--- config.mk ---
export PLATFORM = sky130hd
export DESIGN_NAME = lane_capture_pipe_flat
export DESIGN_NICKNAME = d
export VERILOG_FILES = /design/src/rtl/lane_capture_pipe_if.sv /design/src/rtl/lane_capture_pipe.sv /design/src/flat_wrapper.sv
export SDC_FILE = /design/constraint.sdc
export NUM_CORES = 1
export LEC_CHECK = 0
export BUFFER_PORTS_ARGS = -buffer_cell sky130_fd_sc_hd__buf_2
export CAP_MARGIN = 0
export CORE_AREA = 2 2 39 41
export CTS_CLUSTER_DIAMETER = 60
export DETAILED_ROUTE_END_ITERATION = 10
export DIE_AREA = 0 0 41 43
export GPL_TIMING_DRIVEN = 0
export PLACE_DENSITY = 0.6
export SYNTH_ARGS = -nofsm -noshare
export SYNTH_HDL_FRONTEND = slang
export SYNTH_SLANG_ARGS = --single-unit
--- constraint.sdc ---
create_clock -name clk -period 1.1 [get_ports clk]
set_input_delay 0.055 -clock clk [delete_from_list [all_inputs] [get_ports clk]]
set_output_delay 0.055 -clock clk [all_outputs]
set_load 0.01 [all_outputs]
--- src/rtl/lane_capture_pipe_if.sv ---
// Handshake bundle for lane_capture_pipe: lane-striped input beats and a
// backpressured output stream.
interface lane_capture_pipe_if #(
   parameter int unsigned LANES = 4,
   parameter int unsigned WIDTH = 1,
   parameter int unsigned DEPTH = 2
);
   logic                           in_valid;
   logic                           in_ready;
   logic [LANES*WIDTH-1:0]         in_data;
   logic [LANES-1:0]               lane_en;
   logic                           accumulate;
   logic                           out_valid;
   logic                           out_ready;
   logic [LANES*WIDTH-1:0]         out_data;
   logic [$clog2(DEPTH+1)-1:0]     occupancy;

   modport master (
      output in_valid, in_data, lane_en, accumulate, out_ready,
      input  in_ready, out_valid, out_data, occupancy
   );

   modport slave (
      input  in_valid, in_data, lane_en, accumulate, out_ready,
      output in_ready, out_valid, out_data, occupancy
   );
endinterface

--- src/rtl/lane_capture_pipe.sv ---
// Per-lane capture shadows (replace / hold / OR-accumulate) feeding a DEPTH-stage
// stallable valid/ready pipeline with a combinational ready chain.
module lane_capture_pipe #(
   parameter int unsigned LANES = 4,
   parameter int unsigned WIDTH = 1,
   parameter int unsigned DEPTH = 2
) (
   input logic                clk,
   input logic                rst,
   lane_capture_pipe_if.slave bus
);
   localparam int unsigned DW = LANES * WIDTH;
   localparam int unsigned OW = $clog2(DEPTH + 1);

   logic [DW-1:0]    shadow_q;
   logic [DW-1:0]    new_data;
   logic             accept;
   logic             in_ready;
   logic [DEPTH-1:0] adv;
   logic [DEPTH-1:0] stage_valid;
   logic [DW-1:0]    stage_data [DEPTH];
   logic [OW-1:0]    occ;

   // A stage may advance when every stage downstream of it is either empty or moving.
   always_comb begin : p_adv
      logic take;
      take = bus.out_ready;
      for (int k = DEPTH - 1; k >= 0; k--) begin
         adv[k] = take;
         take   = !stage_valid[k] || take;
      end
      in_ready = take;
   end

   assign accept = bus.in_valid && in_ready;

   for (genvar i = 0; i < LANES; i++) begin : g_lane
      logic [WIDTH-1:0] lane_in;
      logic [WIDTH-1:0] lane_sh;
      assign lane_in = bus.in_data[i*WIDTH +: WIDTH];
      assign lane_sh = shadow_q[i*WIDTH +: WIDTH];
      assign new_data[i*WIDTH +: WIDTH] = !bus.lane_en[i] ? lane_sh :
                                          bus.accumulate  ? (lane_sh | lane_in) : lane_in;
   end

   always_ff @(posedge clk or posedge rst) begin
      if (rst) begin
         shadow_q <= '0;
      end else if (accept) begin
         shadow_q <= new_data;
      end
   end

   for (genvar k = 0; k < DEPTH; k++) begin : g_stage
      logic          valid_q;
      logic [DW-1:0] data_q;
      logic          load;
      logic [DW-1:0] src;

      if (k == 0) begin : g_head
         assign load = accept;
         assign src  = new_data;
      end else begin : g_body
         assign load = stage_valid[k-1] && adv[k-1];
         assign src  = stage_data[k-1];
      end

      // Data only moves on a transfer; it is left stale while the stage is empty.
      always_ff @(posedge clk or posedge rst) begin
         if (rst) begin
            valid_q <= 1'b0;
            data_q  <= '0;
         end else begin
            valid_q <= load || (valid_q && !adv[k]);
            if (load) begin
               data_q <= src;
            end
         end
      end

      assign stage_valid[k] = valid_q;
      assign stage_data[k]  = data_q;
   end

   always_comb begin
      occ = '0;
      for (int k = 0; k < DEPTH; k++) begin
         occ = occ + OW'(stage_valid[k]);
      end
   end

   assign bus.in_ready  = in_ready;
   assign bus.out_valid = stage_valid[DEPTH-1];
   assign bus.out_data  = stage_data[DEPTH-1];
   assign bus.occupancy = occ;
endmodule

--- src/flat_wrapper.sv ---
// flat-port wrapper written by rule: the top's interface ports become plain ports
module lane_capture_pipe_flat 
#(
   parameter int unsigned LANES = 4,
   parameter int unsigned WIDTH = 1,
   parameter int unsigned DEPTH = 2
)
  (clk, rst, bus_in_valid, bus_in_data, bus_lane_en, bus_accumulate, bus_out_ready, bus_in_ready, bus_out_valid, bus_out_data, bus_occupancy);
  lane_capture_pipe_if #(.LANES(LANES), .WIDTH(WIDTH), .DEPTH(DEPTH)) bus_i ();
  input logic clk;
  input logic rst;
  input wire logic [$bits(bus_i.in_valid)-1:0] bus_in_valid;
  input wire logic [$bits(bus_i.in_data)-1:0] bus_in_data;
  input wire logic [$bits(bus_i.lane_en)-1:0] bus_lane_en;
  input wire logic [$bits(bus_i.accumulate)-1:0] bus_accumulate;
  input wire logic [$bits(bus_i.out_ready)-1:0] bus_out_ready;
  output wire logic [$bits(bus_i.in_ready)-1:0] bus_in_ready;
  output wire logic [$bits(bus_i.out_valid)-1:0] bus_out_valid;
  output wire logic [$bits(bus_i.out_data)-1:0] bus_out_data;
  output wire logic [$bits(bus_i.occupancy)-1:0] bus_occupancy;
  assign bus_i.in_valid = bus_in_valid;
  assign bus_i.in_data = bus_in_data;
  assign bus_i.lane_en = bus_lane_en;
  assign bus_i.accumulate = bus_accumulate;
  assign bus_i.out_ready = bus_out_ready;
  assign bus_in_ready = bus_i.in_ready;
  assign bus_out_valid = bus_i.out_valid;
  assign bus_out_data = bus_i.out_data;
  assign bus_occupancy = bus_i.occupancy;
  lane_capture_pipe #(.LANES(LANES), .WIDTH(WIDTH), .DEPTH(DEPTH)) u_core (.clk(clk), .rst(rst), .bus(bus_i));
endmodule
==> impl_metrics.ini, run 1 <==
[run_status]
status = finished with violations
violations = negative setup slack

[floorplan]
die_area_um2 = 1760
die_y_um = 43
fp.coreArea_um2 = 1380
io_pins = 21
die_w_um = 41
rows = 14
start_util_pct = 32.3

[pwr]
p_leak_nw = 0.322
powerDensity_nw_per_um2 = 1650
peakVddDrop_mv = 0.523

[synth]
synth_cell_types = 13
yosysTopAreaCell = dfrtp_1
synth-edff-count = 0
syn_area_um2 = 447
yosysSeqAreaShare_pct = 56.0
yosysWarnings = 0
synthTopCellsByArea = dfrtp_1 (56%), mux2_2 (10%), o31ai_1 (6.7%), nand3_1 (4.5%), o21ai_1 (4.5%)
yosysTopAreaCellShare_pct = 56.0
synth-seq-cells = 10
syn_area_per_cell_um2 = 11.2
synthFlopType = dfrtp_1
async_flop_share_pct = 100
synth.most_common_cell = dfrtp_1
syn_inst = 40
synth_nets = 54
synthTopCellsByCount = dfrtp_1 (10), nand2_1 (5)

[setup_path]
cp-end-kind = primary output
crit_buf_inv = 3
cp_top_family = flip-flops
slowest_stage = dfrtp_1
arrival_ps = 1120
cpPeakStageDelay_ps = 410
cp_max_fo = 8
critPathKind = register to primary output
worstPathRequired_ps = 1040
crit_chain = and3b_1 -> buf_6 -> inv_2 -> buf_6
crit_top_cell = buf_6
start_kind = register

[place]
port_buffers = 19
placed_area_um2 = 562
place_congestion = 0.739
preCtsSetupSlack_ps = -40.9

[sta]
maxSlewHeadroom_pct = 76.1
fin_ws_ps = -74.3
drv_slew = 0
rsz0062_at_grt = true
hold_viol_final = 0
holdWs_ps = 44.4
worstMarginPinSlew_ps = 358
fin_tns_setup_ps = -281
clock_skew_ps = 0.412
fmax_mhz = 852
period_needed_ps = 1170
finalCritPeriodShare_pct = 107
setup_viol = 7

[layout]
drive_gt1_share_pct = 54.4
utilization_pct = 47.7
stdcell_area_um2 = 661
diodes = 0
syn2layout_area_growth_pct = 47.9
final_net_count = 83

[clocking]
cts.path.max_buffers = 2
clock_sinks = 10
cts_tree = done
cts_root_buffer = clkbuf_4
clkTransAtPathRegs_ps = 60
insertion_delay_ps = 260
cts_max_level = 1
cts_buffers = 3

[global_route]
antenna_found_initial = 0
grt_max_degree = 11
grt-ovfl-total = 0
grt_pass1_vias = 339
grt.total_usage_pct = 11.7
grt_pass1_wl_mm = 1.35

[routing]
dr_total_vias = 380
firstDrtPassIters = 2
post-route-drc-count = 0
dr.first_iter.drc_count = 6
wire_per_inst_um = 9.81
drtAntennaViolNets = 0
routed_via_density = 4.52
wl_um = 824

[hold_path]
min_path_type = input pin to register

[job]
max-cap-violations = 0
## per-layer routing
metal	wire length [um]	global-route usage, %	vias to the layer above
met3	48	3.14	4
li1	-	-	196
met4	21	10.0	0
met2	376	15.9	15
met5	0	0	-
met1	378	14.4	165
## kinds of logic (layout without fill, tap and decap cells)
logic type,after synthesis,count (layout),synth area share (%)
AO/OA/AOI/OAI,8,8,11.2
adder cells (fa/ha/maj),1,1,2.80
buffers and inverters,4,32,5.04
flip-flops,10,10,56.0
multiplexers,4,4,10.1
AND/OR/NAND/NOR,13,13,14.8
## state kept, by name, summed over array words and instances, names as in the netlist
name                    cells
u_core.bus.out_data         4
u_core.bus.out_valid        1
u_core.g_stage.valid_q      1
u_core.shadow_q             4
## per-stage QoR
stage | instances | power (mW)
after CTS | 83 | 1.10
after global routing | 84 | 1.17
after detailed placement | 75 | 0.748
after floorplan | 40 | 0.646
final | 84 | 1.09
after global placement | 75 | 0.740
## layout make-up
type / count / area [um2]
plain buffers: 2 / 15.0
flip-flops and latches: 10 / 250
repair buffers: 24 / 141
multi-input cells: 26 / 190
well taps: 16 / 20.0
inverters: 2 / 7.51
fillers: 139 / 723
clock buffers: 4 / 36.3
## tightest hold or removal path, stage by stage
cell and delay, ps:
buf_2 90, nand3_1 70, o21ai_1 50
## timing repair
action                     CTS  global route
buffers inserted             3             1
pin swaps                    4             3
resized for setup            3             3
setup endpoints to repair   11            12
hold endpoints to repair    10             0
hold buffers                 1             0
## final timing paths
path,start,endpoint,slack [ps],cells after the start
worst max register to register,u_core.bus.out_valid$_DFF_PP0_,u_core.shadow_q[0]$_DFFE_PP0P_,-60,5
worst min register to register,u_core.bus.out_data[1]$_DFFE_PP0P_,u_core.bus.out_data[1]$_DFFE_PP0P_,500,1
worst max-delay path,u_core.bus.out_valid$_DFF_PP0_,bus_in_ready,-70,4
max in group asynchronous,rst,u_core.g_stage[0].valid_q$_DFF_PP0_,540,3
min in group asynchronous,rst,u_core.bus.out_data[0]$_DFFE_PP0P_,300,3
worst min-delay path,bus_in_data[2],u_core.shadow_q[2]$_DFFE_PP0P_,40,3
## placed cells by master, fill, tap and decap left out
cell type,netlist,layout
inv_2,0,1
clkbuf_8,0,1
nand3_1,4,4
o21ai_2,0,1
ha_1,1,1
buf_2,0,18
clkbuf_1,1,1
o21ai_1,4,3
dfrtp_1,10,10
or2_2,1,1
inv_1,2,1
dlygate4sd3_1,0,1
buf_4,0,4
nand2_4,0,1
and3b_1,1,1
nand2b_1,2,2
nand2_1,5,4
clkbuf_4,0,3
buf_6,1,2
o31ai_1,4,3
o31ai_2,0,1
mux2_2,4,4
## power by group
group          switching [mW]  internal [mW]
clock                   0.117          0.201
combinational           0.128          0.155
sequential             0.0388          0.451
Note: power is estimated with default switching activity, not from simulation.
==> inputs of run 2 (changes only) <==
--- a/config.mk
+++ b/config.mk
@@ -12,7 +12,7 @@
 export DETAILED_ROUTE_END_ITERATION = 10
 export DIE_AREA = 0 0 41 43
 export GPL_TIMING_DRIVEN = 0
-export PLACE_DENSITY = 0.6
+export PLACE_DENSITY = 0.58
 export SYNTH_ARGS = -nofsm -noshare
 export SYNTH_HDL_FRONTEND = slang
 export SYNTH_SLANG_ARGS = --single-unit
==> constraint.sdc (replaced) <==
create_clock -name clk -period 1.5 [get_ports clk]
set_input_delay 0.075 -clock clk [delete_from_list [all_inputs] [get_ports clk]]
set_output_delay 0.075 -clock clk [all_outputs]
set_load 0.01 [all_outputs]
==> run 2 against run 1 <==
- the run now ends clean
- utilization down 4.8 points
- cell count down 6.0%
- sequential power down 27%
- non-clock buffer count fell by 4
- via count down 4.2%
- count of clock-buffer cells in the layout down 1
- sequential cell count unchanged
- routed wire length is 3.8% lower
- critical endpoint unchanged
- clock skew rose by 3.3 ps
- die area is the same
==> impl_metrics.ini, run 2 (synthesis results as in run 1) <==
[global_route]
grt.total_usage_pct = 12.1
grt-ovfl-total = 0
grt_pass1_wl_mm = 1.34
antenna_found_initial = 0
grt_pass1_vias = 328
grt_max_degree = 11

[floorplan]
start_util_pct = 32.3
rows = 14
die_area_um2 = 1760
fp.coreArea_um2 = 1380
die_y_um = 43
die_w_um = 41
io_pins = 21

[pwr]
cellInternalPower_mw = 0.520
peakVddDrop_mv = 0.400
powerDensity_nw_per_um2 = 1200
seq_power_share_pct = 50.3
clockPowerShare_pct = 24.3
swShare_pct = 27.4
p_sw_mw = 0.196
p_leak_nw = 0.287
pwr-share-comb_pct = 25.4

[sta]
worstMarginPinSlew_ps = 363
finalCritPeriodShare_pct = 81.9
fin_tns_setup_ps = 0
setup_viol = 0
fmax_mhz = 814
clock_skew_ps = 3.69
holdWs_ps = 71.6
maxSlewHeadroom_pct = 75.8
hold_viol_final = 0
drv_slew = 0
period_needed_ps = 1230
rsz0062_at_grt = false

[layout]
layout_commonest_cell = buf_2
stdcell_count = 79
utilization_pct = 42.9
diodes = 0
drive_gt1_share_pct = 44.4
final_net_count = 79
layout_common_cells = buf_2 (19), dfrtp_1 (10), nand2_1 (5)
syn2layout_area_growth_pct = 33.1

[place]
dpl.hpwl_um = 632
port_buffers = 19
dp_cells = 75
place_congestion = 0.711

[setup_path]
critPathKind = register to primary output
crit_cells = 4
cpPeakStageDelay_ps = 400
worstPathRequired_ps = 1420
start_kind = register
cp_max_fo = 10
crit_buf_inv = 3
ff2ff_path_depth = 4
cp-end-kind = primary output
cp_top_family = flip-flops
crit_chain = and3b_1 -> buf_6 -> inv_1 -> buf_2
worstSetupStartpoint = u_core.g_stage[0].valid_q$_DFF_PP0_
slowest_stage = dfrtp_1
arrival_ps = 1150
rr_startpoint = u_core.g_stage[0].valid_q$_DFF_PP0_

[hold_path]
min_path_cells = 3
hold_path.startpoint = bus_in_data[1]
min_path_type = input pin to register

[job]
max-cap-violations = 0

[clocking]
cts_root_buffer = clkbuf_4
post_cts_resized = 0
clkTransAtPathRegs_ps = 60
cts_tree = done
insertion_delay_ps = 260
cts_buffers = 3
cts_max_level = 1
cts.path.max_buffers = 2
clock_sinks = 10

[routing]
dr.first_iter.drc_count = 4
wl_um = 793
wire_per_inst_um = 10.0
dr_total_vias = 364
firstDrtPassIters = 4
routed_via_density = 4.61
post-route-drc-count = 0
drtAntennaViolNets = 0

[run_status]
status = finished clean
[run 2: metrics by stage]
| stage | instance area [um2] | total power [mW] | setup slack (ps) |
|---|---|---|---|
| after floorplan | 447 | 0.474 | 371 |
| after CTS | 594 | 0.726 | 260 |
| after detailed placement | 562 | 0.549 | 348 |
| after global routing | 594 | 0.769 | 201 |
| after global placement | 562 | 0.542 | 369 |
| final | 594 | 0.715 | 272 |
[run 2: what timing repair did]
action                     4_1_cts  5_1_grt
hold endpoints to repair        10        0
setup endpoints to repair        0        0
hold buffers                     1        0
setup buffers                    0        0
[run 2: per-layer routing]
layer  vias to the layer above  share of wire [%]  track usage (%)
li1                        189                  -                -
met1                       160                 45             13.7
met2                        11                 45             15.9
met3                         4                4.5             3.14
met4                         0                5.4             14.0
met5                         -                  0                0
[run 2: worst min-delay path, delay by kind of cell]
family / cells / cell delay, ps
AO/OA/AOI/OAI: 1 / 50
buffers and inverters: 1 / 100
AND/OR/NAND/NOR: 1 / 70
[run 2: worst paths after layout]
kind                                                      end  slack [ps]
hold / removal                 u_core.shadow_q[1]$_DFFE_PP0P_          70
setup reg to reg               u_core.shadow_q[3]$_DFFE_PP0P_         330
setup / recovery                                 bus_in_ready         270
min in group asynchronous      u_core.bus.out_valid$_DFF_PP0_         320
hold reg to reg            u_core.bus.out_data[3]$_DFFE_PP0P_         500
max in group asynchronous  u_core.bus.out_data[3]$_DFFE_PP0P_         910
[run 2: layout make-up]
cell class	count	area (um2)
inverter	2	7.51
tap	16	20.0
sequential	10	250
buffer	2	15.0
multi-input combinational	26	174
fill	145	790
timing repair buffer	20	105
clock buffer	3	22.5
[run 2: power groups by stage]
stage	logic, mW	clock network (mW)	registers, mW
after floorplan	0.0934	0	0.380
final	0.182	0.174	0.360
after detailed placement	0.183	0	0.366
after CTS	0.186	0.179	0.361
after global routing	0.208	0.193	0.367
after global placement	0.178	0	0.364
